### config.mk
export PLATFORM = sky130hd
export DESIGN_NAME = phys_free_list
export DESIGN_NICKNAME = d
export VERILOG_FILES = /design/src/rtl/phys_free_list.sv
export SDC_FILE = /design/constraint.sdc
export NUM_CORES = 1
export LEC_CHECK = 0
export BUFFER_PORTS_ARGS = -buffer_cell sky130_fd_sc_hd__buf_4
export CORE_UTILIZATION = 50
export DETAILED_ROUTE_END_ITERATION = 16
export PLACE_DENSITY_LB_ADDON = 0.2
export SLEW_MARGIN = 25
export SYNTH_ARGS = -nofsm -noshare
export SYNTH_HDL_FRONTEND = slang
export SYNTH_SLANG_ARGS = --single-unit
### constraint.sdc
create_clock -name i_clk -period 15.4 [get_ports i_clk]
set_clock_uncertainty 0.05 [all_clocks]
set_input_delay 0.77 -clock i_clk [delete_from_list [all_inputs] [get_ports i_clk]]
set_output_delay 0.77 -clock i_clk [all_outputs]
set_load 0.02 [all_outputs]
### src/rtl/phys_free_list.sv
// phys_free_list: circular FIFO of free physical register tags feeding rename and refilled by retire
module phys_free_list #(
   parameter int NUM_PREGS = 64,
   parameter int NUM_AREGS = 32,
   parameter int TAG_W     = 6
) (
   input  logic             i_clk,
   input  logic             i_rst_n,
   input  logic [1:0]       i_alloc_req,
   output logic             o_alloc_gnt,
   output logic [TAG_W-1:0] o_alloc_tag0,
   output logic [TAG_W-1:0] o_alloc_tag1,
   input  logic [1:0]       i_rel_valid,
   input  logic [TAG_W-1:0] i_rel_tag0,
   input  logic [TAG_W-1:0] i_rel_tag1,
   output logic [5:0]       o_free_count,
   output logic             o_empty,
   output logic             o_full,
   output logic             o_overflow_err
);
   localparam int DEPTH = NUM_PREGS - NUM_AREGS;
   localparam int PTR_W = $clog2(DEPTH);

   logic [TAG_W-1:0] r_fifo [DEPTH];
   logic [PTR_W-1:0] r_head, r_tail;
   logic [5:0]       r_count;
   logic             r_err;

   logic [1:0]       w_n_req, w_n_pop, w_n_rel, w_n_acc;
   logic [5:0]       w_room;
   logic [TAG_W-1:0] w_push0;

   // grant, release acceptance and lane compaction
   always_comb begin
      w_n_req     = {1'b0, i_alloc_req[0]} + {1'b0, i_alloc_req[1]};
      w_n_rel     = {1'b0, i_rel_valid[0]} + {1'b0, i_rel_valid[1]};
      o_alloc_gnt = (w_n_req != 2'd0) && (r_count >= 6'(w_n_req));
      w_n_pop     = o_alloc_gnt ? w_n_req : 2'd0;
      w_room      = 6'(DEPTH) - r_count + 6'(w_n_pop);
      w_n_acc     = (6'(w_n_rel) > w_room) ? w_room[1:0] : w_n_rel;
      w_push0     = i_rel_valid[0] ? i_rel_tag0 : i_rel_tag1;
   end

   assign o_alloc_tag0   = r_fifo[r_head];
   assign o_alloc_tag1   = r_fifo[r_head + PTR_W'(1)];
   assign o_free_count   = r_count;
   assign o_empty        = (r_count == 6'd0);
   assign o_full         = (r_count == 6'(DEPTH));
   assign o_overflow_err = r_err;

   // pointer, count and storage update; reset refills with tags not mapped by the RAT
   always_ff @(posedge i_clk or negedge i_rst_n) begin
      if (!i_rst_n) begin
         r_head  <= '0;
         r_tail  <= '0;
         r_count <= 6'(DEPTH);
         r_err   <= 1'b0;
         for (int i = 0; i < DEPTH; i++) r_fifo[i] <= TAG_W'(NUM_AREGS + i);
      end else begin
         r_head  <= r_head + PTR_W'(w_n_pop);
         r_tail  <= r_tail + PTR_W'(w_n_acc);
         r_count <= r_count - 6'(w_n_pop) + 6'(w_n_acc);
         if (w_n_acc != w_n_rel) r_err <= 1'b1;
         if (w_n_acc != 2'd0) r_fifo[r_tail] <= w_push0;
         if (w_n_acc == 2'd2) r_fifo[r_tail + PTR_W'(1)] <= i_rel_tag1;
      end
   end
endmodule

==> results_dict.tcl, run 1 <==
set metrics [dict create \
    drt-initial-drc-count 1066 \
    start_util 0.5155 \
    clock_sinks 209 \
    vias_per_cell 6.714 \
    grt_pass1_wl_um 64680 \
    nets 1144 \
    cp.required_ns 15.80 \
    setup_ws_ns 9.661 \
    drive_gt1_frac 0.4533 \
    synth_edf_count 0 \
    cts_tree "yes" \
    wl_um 42140 \
    die-area_um2 28770 \
    wl_per_cell_um 28.32 \
    clock-root-buffer "clkbuf_16" \
    layout_common_cells "mux2_2 (138), mux4_2 (120), dfstp_2 (113)" \
    insertion_delay_ns 0.52 \
    dp.cells 1438 \
    yosysSeqAreaShare 0.3824 \
    hold_ws_ns 0.2725 \
    syn_avg_cell_area_um2 12.53 \
    io_buffers 39 \
    netlist_area_um2 14050 \
    cap_violations 0 \
    startpoint_type "input pin" \
    core_um2 27250 \
    arrival_ns 6.14 \
    postRouteAntennaNets 0 \
    finalCriticalPeriod_ns 5.739 \
    synth_cell_types 57 \
    reg2reg_slack_ns 9.78 \
    cp_slowest_cell "fa_1" \
    hpwl_um 28320 \
    drc 0 \
    power.leakage_nw 5.870 \
    cp_slowest_stage_delay_ns 0.50 \
    ir_drop_v 0.0001511 \
    crit_family "adder cells" \
    final_cells 1488 \
    antenna_found_initial 3 \
    critical_path_class "in2reg" \
    dp_worst_setup_slack_ns 9.140 \
    ys_ff_latch 209 \
    grt_pass1_vias 10070 \
    slew_viol_final 0 \
    critPathCaptureType "register" \
    yosys_warnings 0 \
    synth_ff_type "dfstp_2" \
    hold_viol 0 \
    htree_levels 1 \
    p_per_area_nw_per_um2 270.0 \
    fmax_mhz 174.3 \
    r2r_start "o_free_count[2]$_DFF_PN0_" \
    grt_usage 0.3052 \
    fillerInstances 2248 \
    routabilityCongestion 0.8876 \
    grt_start_max_net_pins 107 \
    synthArstFlopShare 1.000 \
    cts_setup_buffers 0 \
    dr.pass1.iters 5 \
    cts_buffer_depth 3 \
    finalSetupViolations 0 \
    die_y_um 169.6 \
    crit_top_cell "ha_1" \
    grt_overflow_total 0 \
    numCtsBuffers 26 \
    hold_class "in2async" \
    worstMarginPinSlew_ns 1.114 \
    path_buf_inv 4 \
    path_max_fanout 4 \
    syn_nets 1170 \
    cts_hold_buf 0 \
    tns_ns 0 \
    num_vias 9990 \
    area_growth_pct 9.450 \
    num_rows 60 \
    fin_crit_sh 0.3726 \
    slew_headroom 0.2568 \
    chipWidth_um 169.6 \
    io-pin-count 40 \
    final_common_cell "mux2_2" \
    status "finished clean" \
    worst_r2r_path_depth 25 \
    cts_resized 0 \
    rsz0062_at_grt "false" \
    r2r_end "o_free_count[5]$_DFF_PN1_" \
    clk_pin_slew_ns 0.05 \
    syn_inst 1121 \
]
[layout make-up]
cell class	count	area, um2	share of cell area
Inverter	32	120.1	0.007813
Sequential cell	209	5376	0.3497
Antenna cell	2	5.005	0.0003255
Multi-Input combinational cell	777	8179	0.5320
Timing Repair Buffer	49	386.6	0.02515
Tap cell	372	465.4	0.03027
Clock buffer	42	780.7	0.05078
Clock inverter	5	61.31	0.003988
[synthesized netlist by cell type (27+ instances only)]
cell,n,area [um2]
inv_1,32,120.1
mux4_2,120,2703
mux2_2,138,1554
mux2_1,30,337.8
a2bb2oi_1,36,315.3
nand2_1,83,311.6
mux2i_1,36,360.4
clkbuf_1,75,281.5
nor3_1,27,135.1
o21ai_0,38,190.2
a21oi_1,45,225.2
dfrtp_1,96,2402
dfstp_2,113,2969
[per-layer routing]
| layer | global-route usage | wire (um) | vias to the layer above |
|---|---|---|---|
| met5 | 0 | 13 | - |
| met4 | 0.09636 | 1166 | 2 |
| met3 | 0.08512 | 4178 | 70 |
| met2 | 0.4645 | 19340 | 522 |
| met1 | 0.4233 | 17440 | 5161 |
| li1 | - | - | 4235 |
[stage by stage]
stage / util / area, um2 / power (mW)
floorplan: - / 14050 / 2.788
global placement: 0.5322 / 14500 / 3.470
detailed placement: 0.5322 / 14500 / 3.510
CTS: 0.5631 / 15350 / 4.119
global route: 0.5640 / 15370 / 4.356
finish: 0.5642 / 15370 / 4.152
[worst max path at each step]
stage	startpoint	endpoint	depth (start not counted)
final	i_alloc_req[0]	o_free_count[5]$_DFF_PN1_	28
after global routing	i_alloc_req[0]	r_fifo[152]$_DFF_PN1_	21
after CTS	i_alloc_req[0]	o_free_count[5]$_DFF_PN1_	28
after detailed placement	i_alloc_req[0]	o_free_count[5]$_DFF_PN1_	28
after global placement	i_alloc_req[0]	o_free_count[5]$_DFF_PN1_	28
after floorplan	i_alloc_req[0]	o_free_count[5]$_DFF_PN1_	27
[power by group]
part           switching (mW)  internal, mW  leakage [nW]
combinational            1.13          1.20          3.12
sequential              0.291         0.934          2.34
clock                   0.243         0.361         0.414
[worst reg2reg max path, stage by stage (launching register included)]
cell and delay [ns]:
dfrtp_1 0.43, inv_1 0.19, ha_1 0.25, inv_1 0.09
o21ai_0 0.16, nand2_1 0.07, a21oi_1 0.25, nand2_1 0.13
ha_1 0.21, inv_1 0.08, fa_1 0.47, inv_1 0.13
ha_1 0.25, a222oi_1 0.41, o211a_1 0.31, nand2_1 0.12
a21o_1 0.26, fa_1 0.50, ha_1 0.30, a21o_1 0.19
a21oi_1 0.24, nor2_1 0.07, nor2_1 0.09, nor2_1 0.04
nor2_1 0.11, xor2_1 0.16
[state kept, by name, summed over array words and instances, names as in the netlist]
signal	flops
r_fifo	192
r_tail	5
r_head	5
o_free_count	6
o_overflow_err	1
[cell families after synthesis]
logic type,share of synthesized area
muxes,0.3591
DFF,0.3824
AOI/OAI and AO/OA,0.1013
and+or+nand+nor,0.07669
buffers and inverters,0.03848
adders and majority gates,0.03028
xor gates and xnor gates,0.01176
Note: power is estimated with default switching activity, not from simulation.
==> run 2: changes to the inputs <==
- clock period: 15.4 -> 4.92 ns (I/O delays scaled with it)
==> run 2 against run 1 <==
The flow now finishes with violations (setup timing); sequential share of layout area is 2.0 points lower; global-route usage is 1.2 points higher; sequential cell count unchanged; core utilization grew 3.4 points; design area rose by 6.0%; clock power grew to 3.1 times the previous value; power increased to 3.3 times the previous value; sequential power rose to 3.1 times the previous value; non-clock buffer count is 97 higher; die area unchanged; via count grew 6.7%; final cell count increased by 6.4%; critical path type is now reg2reg; largest cell class unchanged; largest power group unchanged.
==> results_dict.tcl, run 2 (synthesis results as in run 1) <==
set metrics [dict create \
    final_common_cell "mux2_2" \
    arrival_ns 5.42 \
    io_buffers 39 \
    insertion_delay_ns 0.54 \
    chipWidth_um 169.6 \
    drt-initial-drc-count 1414 \
    grt_usage 0.3174 \
    hold_depth 3 \
    slew_headroom 0.3045 \
    critPathCaptureType "register" \
    violations "setup timing" \
    htree_levels 1 \
    die_y_um 169.6 \
    drive_gt1_frac 0.5260 \
    drc 0 \
    worstMarginPinSlew_ns 1.043 \
    layout_common_cells "mux2_2 (138), buf_4 (137), mux4_2 (120)" \
    critical_path_class "reg2reg" \
    worstSetupStartpoint "o_free_count[0]$_DFF_PN0_" \
    regMostFlops "r_fifo" \
    cts_tree "yes" \
    finalSetupViolations 2 \
    cp_slowest_stage_delay_ns 0.55 \
    largest_reg_flops 192 \
    wl_um 44430 \
    fin_crit_sh 1.017 \
    antenna_cells 0 \
    worstHoldStart "i_rel_tag1[1]" \
    grt_pass1_vias 10560 \
    die-area_um2 28770 \
    numCtsBuffers 26 \
    path_max_fanout 3 \
    ir_drop_v 0.0003612 \
    num_rows 60 \
    grt_pass1_wl_um 67410 \
    grt_overflow_total 0 \
    final_cells 1583 \
    clk_pin_slew_ns 0.06 \
    num_vias 10660 \
    tns_ns -0.1574 \
    fmax_mhz 199.9 \
    p_total_mw 13.50 \
    hold_ws_ns 0.07433 \
    wl_per_cell_um 28.07 \
    r2r_start "o_free_count[0]$_DFF_PN0_" \
    worst_r2r_path_depth 28 \
    area_growth_pct 16.03 \
    dr.pass1.iters 5 \
    crit_top_cell "nor2_1" \
    start_util 0.5155 \
    routabilityCongestion 0.8831 \
    postRouteAntennaNets 0 \
    vias_per_cell 6.737 \
    setup_ws_ns -0.08184 \
    slew_viol_final 0 \
    cp_slowest_cell "fa_1" \
    nets 1241 \
    core_um2 27250 \
    fillerInstances 2195 \
    antenna_found_initial 3 \
    p_per_area_nw_per_um2 828.3 \
    rsz0062_at_grt "true" \
    finalCriticalPeriod_ns 5.002 \
    status "finished with violations" \
    multiInputGateArea_um2 8337 \
    hold_class "in2reg" \
    hpwl_um 29600 \
    dp.cells 1519 \
    grt_start_max_net_pins 158 \
    cts_buffer_depth 3 \
    power.leakage_nw 6.382 \
    clock-root-buffer "clkbuf_16" \
    clock_sinks 209 \
    startpoint_type "register" \
    io-pin-count 40 \
    final-seq-area_um2 5379 \
    cap_violations 0 \
    cp.required_ns 5.34 \
    hold_viol 0 \
    dp_worst_setup_slack_ns -0.2572 \
]
==> run 2: cell types whose count changed in the layout (fill, tap and decap cells not counted), sizes merged <==
cell	previous run	this run
clkinv	4	7
bufinv	1	0
clkinvlp	0	1
dlygate4sd3	0	1
buf	48	144
diode	2	0
clkbuf	43	40
==> run 2: per-stage QoR <==
step | area [um2] | util
floorplan | 14090 | -
global placement | 15210 | 0.5581
detailed placement | 15210 | 0.5581
CTS | 16140 | 0.5923
global route | 16300 | 0.5981
finish | 16300 | 0.5981
==> run 2: layout make-up <==
class | count | share of cell area
clock inverters | 8 | 0.002610
repair buffers | 146 | 0.07208
well taps | 372 | 0.02856
inverters | 32 | 0.007369
flip-flops and latches | 209 | 0.3300
multi-input cells | 777 | 0.5115
clock buffers | 39 | 0.04790
==> run 2: layer usage <==
metal  track usage  wire (um)  up-vias
met5             0         27        -
met4        0.1222       1785        4
met3       0.07206       4429      118
met2        0.4661      19550      636
met1        0.4570      18640     5484
li1              -          -     4422
==> run 2: critical path, delay by kind of cell (launching register included) <==
kind | cells | cell delay, ns
XOR/XNOR | 1 | 0.15
buffers and inverters | 3 | 0.19
adder cells (fa/ha/maj) | 6 | 1.88
flip-flops | 1 | 0.41
AND/OR/NAND/NOR | 10 | 0.90
AO/OA/AOI/OAI | 8 | 1.35
==> run 2: final timing paths <==
kind | endpoint | slack, ns
max | o_free_count[5]$_DFF_PN1_ | -0.08
min | r_fifo[7]$_DFF_PN1_ | 0.07
max reg2reg | o_free_count[5]$_DFF_PN1_ | -0.08
min reg2reg | o_overflow_err$_DFFE_PN0P_ | 0.41
max in group asynchronous | r_fifo[138]$_DFF_PN0_ | 3.33
min in group asynchronous | o_free_count[3]$_DFF_PN0_ | 0.17
==> run 2: where the power goes <==
| group | switching (mW) | internal, mW |
|---|---|---|
| Sequential | 0.924 | 2.93 |
| Clock | 0.768 | 1.09 |
| Combinational | 3.72 | 4.07 |
==> run 2: what timing repair did <==
| item | CTS | global route |
|---|---|---|
| hold buffers | 1 | 0 |
| gates resized for setup | 8 | 26 |
| endpoints found under the setup margin | 2 | 198 |
| pin swaps | 20 | 22 |
| buffers inserted | 8 | 11 |
| cloned | 0 | 0 |
| hold endpoints to repair | 52 | 0 |
